--- src/rtl/bnn_feature_encoder.sv ---
// bnn_feature_encoder: sequences four sensor channels through a req/ack
// sample port, averages 2^LOG2_AVG samples per channel, binarises each mean
// against its threshold with hysteresis, and presents the 4-bit feature
// vector on a valid/ready port.
module bnn_feature_encoder #(
    parameter int DATA_W   = 8,
    parameter int LOG2_AVG = 2,
    parameter int HYST     = 4
) (
    input  logic                clk,
    input  logic                rst_n,
    input  logic                start,
    input  logic                cont,
    input  logic [4*DATA_W-1:0] thresh,
    output logic                sample_req,
    output logic [1:0]          ch_sel,
    input  logic                sample_ack,
    input  logic [DATA_W-1:0]   sample_data,
    output logic                feat_valid,
    input  logic                feat_ready,
    output logic [3:0]          feat_data,
    output logic                busy
);

    localparam int                ACC_W    = DATA_W + LOG2_AVG;
    localparam int                CNT_W    = (LOG2_AVG > 0) ? LOG2_AVG : 1;
    localparam logic [CNT_W-1:0]  CNT_LAST = CNT_W'((1 << LOG2_AVG) - 1);
    localparam logic [DATA_W:0]   HYST_X   = (DATA_W+1)'(HYST);
    localparam logic [DATA_W:0]   MAX_X    = {1'b0, {DATA_W{1'b1}}};

    typedef enum logic [1:0] {
        IDLE,
        REQ,
        EVAL,
        OUT
    } state_t;

    state_t             state_q, state_d;
    logic [1:0]         ch_q, ch_d;
    logic [CNT_W-1:0]   cnt_q, cnt_d;
    logic [ACC_W-1:0]   acc_q, acc_d;
    logic [3:0]         bits_q, bits_d;
    logic [3:0]         feat_data_q, feat_data_d;
    logic               req_q, req_d;
    logic               fvalid_q, fvalid_d;
    logic               busy_q, busy_d;

    logic [DATA_W-1:0]  thr_sel;
    logic [DATA_W-1:0]  mean;
    logic [DATA_W:0]    thr_sum;
    logic [DATA_W-1:0]  thr_hi;
    logic [DATA_W-1:0]  thr_lo;

    // Channel mean and saturating hysteresis bounds for the current channel
    always_comb begin
        thr_sel = thresh[int'(ch_q)*DATA_W +: DATA_W];
        mean    = acc_q[ACC_W-1:LOG2_AVG];
        thr_sum = {1'b0, thr_sel} + HYST_X;
        thr_hi  = (thr_sum > MAX_X) ? MAX_X[DATA_W-1:0] : thr_sum[DATA_W-1:0];
        thr_lo  = ({1'b0, thr_sel} < HYST_X) ? '0 : (thr_sel - HYST_X[DATA_W-1:0]);
    end

    // Next-state and next-output computation
    always_comb begin
        state_d = state_q;
        ch_d    = ch_q;
        cnt_d   = cnt_q;
        acc_d   = acc_q;
        bits_d  = bits_q;

        unique case (state_q)
            IDLE: begin
                if (start) begin
                    state_d = REQ;
                    ch_d    = '0;
                    cnt_d   = '0;
                    acc_d   = '0;
                end
            end
            REQ: begin
                if (sample_ack) begin
                    acc_d = acc_q + ACC_W'(sample_data);
                    if (cnt_q == CNT_LAST) begin
                        state_d = EVAL;
                    end else begin
                        cnt_d = cnt_q + 1'b1;
                    end
                end
            end
            EVAL: begin
                if (!bits_q[ch_q] && (mean >= thr_hi)) begin
                    bits_d[ch_q] = 1'b1;
                end else if (bits_q[ch_q] && (mean < thr_lo)) begin
                    bits_d[ch_q] = 1'b0;
                end
                acc_d = '0;
                cnt_d = '0;
                if (ch_q == 2'd3) begin
                    state_d = OUT;
                end else begin
                    ch_d    = ch_q + 2'd1;
                    state_d = REQ;
                end
            end
            OUT: begin
                // feat_valid is always high in OUT, so ready alone completes the handshake
                if (feat_ready) begin
                    if (cont) begin
                        state_d = REQ;
                        ch_d    = '0;
                    end else begin
                        state_d = IDLE;
                    end
                end
            end
            default: state_d = IDLE;
        endcase

        req_d       = (state_d == REQ);
        fvalid_d    = (state_d == OUT);
        busy_d      = (state_d != IDLE);
        feat_data_d = (state_d == OUT) ? bits_d : feat_data_q;
    end

    // State, datapath and registered outputs
    always_ff @(posedge clk or negedge rst_n) begin
        if (!rst_n) begin
            state_q     <= IDLE;
            ch_q        <= '0;
            cnt_q       <= '0;
            acc_q       <= '0;
            bits_q      <= '0;
            feat_data_q <= '0;
            req_q       <= 1'b0;
            fvalid_q    <= 1'b0;
            busy_q      <= 1'b0;
        end else begin
            state_q     <= state_d;
            ch_q        <= ch_d;
            cnt_q       <= cnt_d;
            acc_q       <= acc_d;
            bits_q      <= bits_d;
            feat_data_q <= feat_data_d;
            req_q       <= req_d;
            fvalid_q    <= fvalid_d;
            busy_q      <= busy_d;
        end
    end

    assign sample_req = req_q;
    assign ch_sel     = ch_q;
    assign feat_valid = fvalid_q;
    assign feat_data  = feat_data_q;
    assign busy       = busy_q;

endmodule

--- config.mk ---
export PLATFORM = sky130hd
export DESIGN_NAME = bnn_feature_encoder
export DESIGN_NICKNAME = d
export VERILOG_FILES = /design/src/rtl/bnn_feature_encoder.sv
export SDC_FILE = /design/constraint.sdc
export NUM_CORES = 1
export LEC_CHECK = 0
export CAP_MARGIN = 40
export CELL_PAD_IN_SITES_DETAIL_PLACEMENT = 1
export CELL_PAD_IN_SITES_GLOBAL_PLACEMENT = 2
export CORE_MARGIN = 10
export CORE_UTILIZATION = 30
export CTS_CLUSTER_DIAMETER = 40
export CTS_CLUSTER_SIZE = 14
export DETAILED_ROUTE_END_ITERATION = 8
export MAX_ROUTING_LAYER = met4
export PLACE_DENSITY = 0.91
export RECOVER_POWER = 50
export SYNTH_ARGS = -nofsm -noshare
export SYNTH_HDL_FRONTEND = slang
export SYNTH_SLANG_ARGS = --single-unit
--- constraint.sdc ---
create_clock -name clk -period 3.9 [get_ports clk]
set_input_delay 0.585 -clock clk [delete_from_list [all_inputs] [get_ports clk]]
set_output_delay 0.585 -clock clk [all_outputs]
set_load 0.005 [all_outputs]
==> flow_summary.ini <==
[synth]
synth_edf_count = 0
synth_top_family_by_area = compound AO/OA/AOI/OAI gates
synth_cells = 254
syn_area_sq_um = 2360
synth_fp_nets = 331
syn_avg_cell_area_sq_um = 9.29
synth_xor_xnor_area_share_pct = 2.60
synth-compound-area-share_pct = 20.9
ys_types = 51
synth_seq_area_share_pct = 28.6
synth_fa_ha_area_share_pct = 16.8
synth_flop_cell = dfrtp_1
yosysWarnings = 0
synthMuxAreaShare_pct = 9.23
async_flop_share_pct = 100
ys_seq_elements = 27
yosys.area_share.simple_pct = 18.1

[floorplan]
num_rows = 32
dieWidth_um = 109
die_h_um = 109
core_sq_um = 7690
io_pins = 55
start_util_pct = 30.7
die-area_sq_um = 11800

[finish]
nNetsFinal = 391
final_cell_mix = clkdlybuf4s50_1 (50), nand2_1 (36), ha_1 (30), dfrtp_1 (27)
area_growth_pct = 31.1
final_common_cell = clkdlybuf4s50_1
n_antenna_cell = 0
drive_gt1_share_pct = 7.03

[global_route]
grt_max_degree = 28
antenna_found_initial = 0
grt_pass1_vias = 2385
grt_pass1_wl_um = 11800
grt_use_total_pct = 12.6
gr-total-overflow = 0

[flow_run]
drv_cap = 1

[min_path]
hold_path_depth = 2
worstHoldStart = acc_q[0]
hold_class = register to register
min_to = acc_q[0]

[critical_path]
reg2reg_from = ch_sel[1]
critical_path.endpoint_type = register
critPathKind = input pin to register
r2r_setup_slack_ns = 0.44
worstRegToRegCells = 15
crit_path_start = thresh[27]
r2r_end = feat_data[1]
worstPathRequired_ns = 4.09
crit_fanout = 4
cp-start-kind = input pin
arrival_ns = 3.78

[routing]
drc_errors = 0
routed_wl_um = 7060
dr.pass1.iters = 4
vias = 2190
viasPerCell = 5.28
drtAntennaViolNets = 0
drt_iter0_markers = 66
wl_per_cell_um = 17.0

[status]
violations = max-capacitance violations, max-slew violations
status = finished, violations left

[timing]
fin_crit_ns = 3.60
timing.final.crit_share_pct = 92.2
fin_skew_ns = 0.000961
worst_pin_slew_ns = 1.55
finalHoldViolations = 0
setup_violations = 0
slew-limit-headroom_pct = -3.05
slew_violations = 28
finalSetupTns_ns = 0
hold_slack_ns = 0.506
max_freq_mhz = 278
layout_setup_ws_ns = 0.305
rsz0062_at_grt = no

[cts]
cts_buffers = 3
clock-root-buffer = clkbuf_8
clk_path_buf_depth = 2
tritoncts = yes
post_cts_buffers = 0
clkSlewWorstSetupHoldPaths_ns = 0.10
hold_buffers = 0
htreeDepth = 1
clock-sinks = 27
insertion_delay_ns = 0.28
cts-resized-gates = 0

[pwr]
p_total_mw = 1.95
cellLeakagePower_nw = 1.37
power-per-cell-area_nw_per_um2 = 629
peakVddDrop_v = 0.000176

[placed_design]
post-dp-hpwl_um = 5860
numPortBuffers = 54
pre_cts_slack_ns = -0.0191
gp_congestion = 0.847
==> state kept, by name, indices dropped and copies added (netlist names) <==
register    cells
busy            1
feat_valid      1
acc_q          10
cnt_q           2
feat_data       4
bits_q          4
state_q         2
sample_req      1
ch_sel          2
==> through the flow <==
stage          util [%]  instances  area [sq um]
3_3_place_gp       39.6        411          3050
3_5_place_dp       39.6        411          3050
5_1_grt            40.2        415          3090
4_1_cts            40.3        415          3100
2_1_floorplan         -        254          2360
6_report           40.2        415          3090
==> routing by layer <==
metal | GRT usage [%] | vias up | wire length [um] | part of all wire, %
li1 | - | 1057 | - | -
met1 | 14.8 | 1070 | 3220 | 46
met2 | 21.9 | 53 | 3440 | 49
met3 | 2.06 | 10 | 313 | 4.4
met4 | 2.82 | 0 | 84 | 1.2
met5 | - | - | 0 | 0
==> worst max-delay path, cell delays in order <==
cell             delay, ns
clkdlybuf4s50_1       0.40
mux4_2                0.52
inv_1                 0.09
ha_1                  0.15
inv_1                 0.07
or4_4                 0.56
nor2_1                0.10
a21oi_1               0.06
ha_1                  0.30
a21oi_1               0.15
o211a_1               0.20
o21ai_0               0.20
a21o_1                0.22
a31o_1                0.17
==> cell type report <==
class | instances | area [sq um]
Tap cell | 102 | 128
Clock buffer | 3 | 41.3
Inverter | 15 | 56.3
Multi-Input combinational cell | 206 | 1600
Fill cell | 895 | 4590
Sequential cell | 27 | 676
Clock inverter | 1 | 7.51
Timing Repair Buffer | 61 | 589
==> Yosys cell counts, drive strengths merged, types with 2 or more instances <==
cell type / n / area share (%)
nand4: 3 / 0.80
dfrtp: 27 / 29
o21a: 3 / 0.95
clkbuf: 3 / 0.48
nor3b: 2 / 0.64
mux4: 8 / 8.0
o211ai: 4 / 1.3
a21o: 9 / 2.9
o21ai: 18 / 3.8
a31oi: 3 / 0.80
a211oi: 4 / 1.3
ha: 30 / 16
buf: 3 / 0.85
o2111ai: 2 / 1.5
or3: 2 / 0.53
o31ai: 2 / 0.85
xnor2: 2 / 0.74
nor2: 15 / 2.4
nor3: 4 / 0.85
nor2b: 4 / 1.1
a41o: 4 / 1.7
nand2b: 3 / 0.80
a21oi: 8 / 1.9
mux2i: 3 / 1.3
nand2: 36 / 5.7
or2: 2 / 0.53
nand3: 5 / 1.1
o21bai: 2 / 0.64
a31o: 3 / 1.1
inv: 15 / 2.4
xor2: 5 / 1.9
and2: 9 / 2.4
==> logic make-up (layout without fill, tap and decap cells) <==
logic type / count (synthesis) / in the layout
simple gates: 89 / 89
compound gates: 68 / 68
fa+ha+maj: 31 / 31
flops: 27 / 27
buf+inv: 21 / 80
mux: 11 / 11
xor+xnor: 7 / 7
==> how the worst max path moves through the flow <==
stage | to | slack [ns]
3_5_place_dp | feat_data[1] | -0.02
4_1_cts | feat_data[2] | 0.29
3_3_place_gp | feat_data[0] | 0.07
5_1_grt | feat_data[2] | 0.11
2_1_floorplan | feat_data[0] | 0.53
6_report | feat_data[1] | 0.30
==> power by group <==
group	internal (mW)	switching, mW	total (mW)	leakage, nW
registers	0.378	0.112	0.490	0.335
logic	0.587	0.695	1.28	1.01
clock network	0.0730	0.100	0.173	0.0217
total	1.04	0.907	1.95	1.37
No activity file was read; power rests on OpenSTA's default activity.
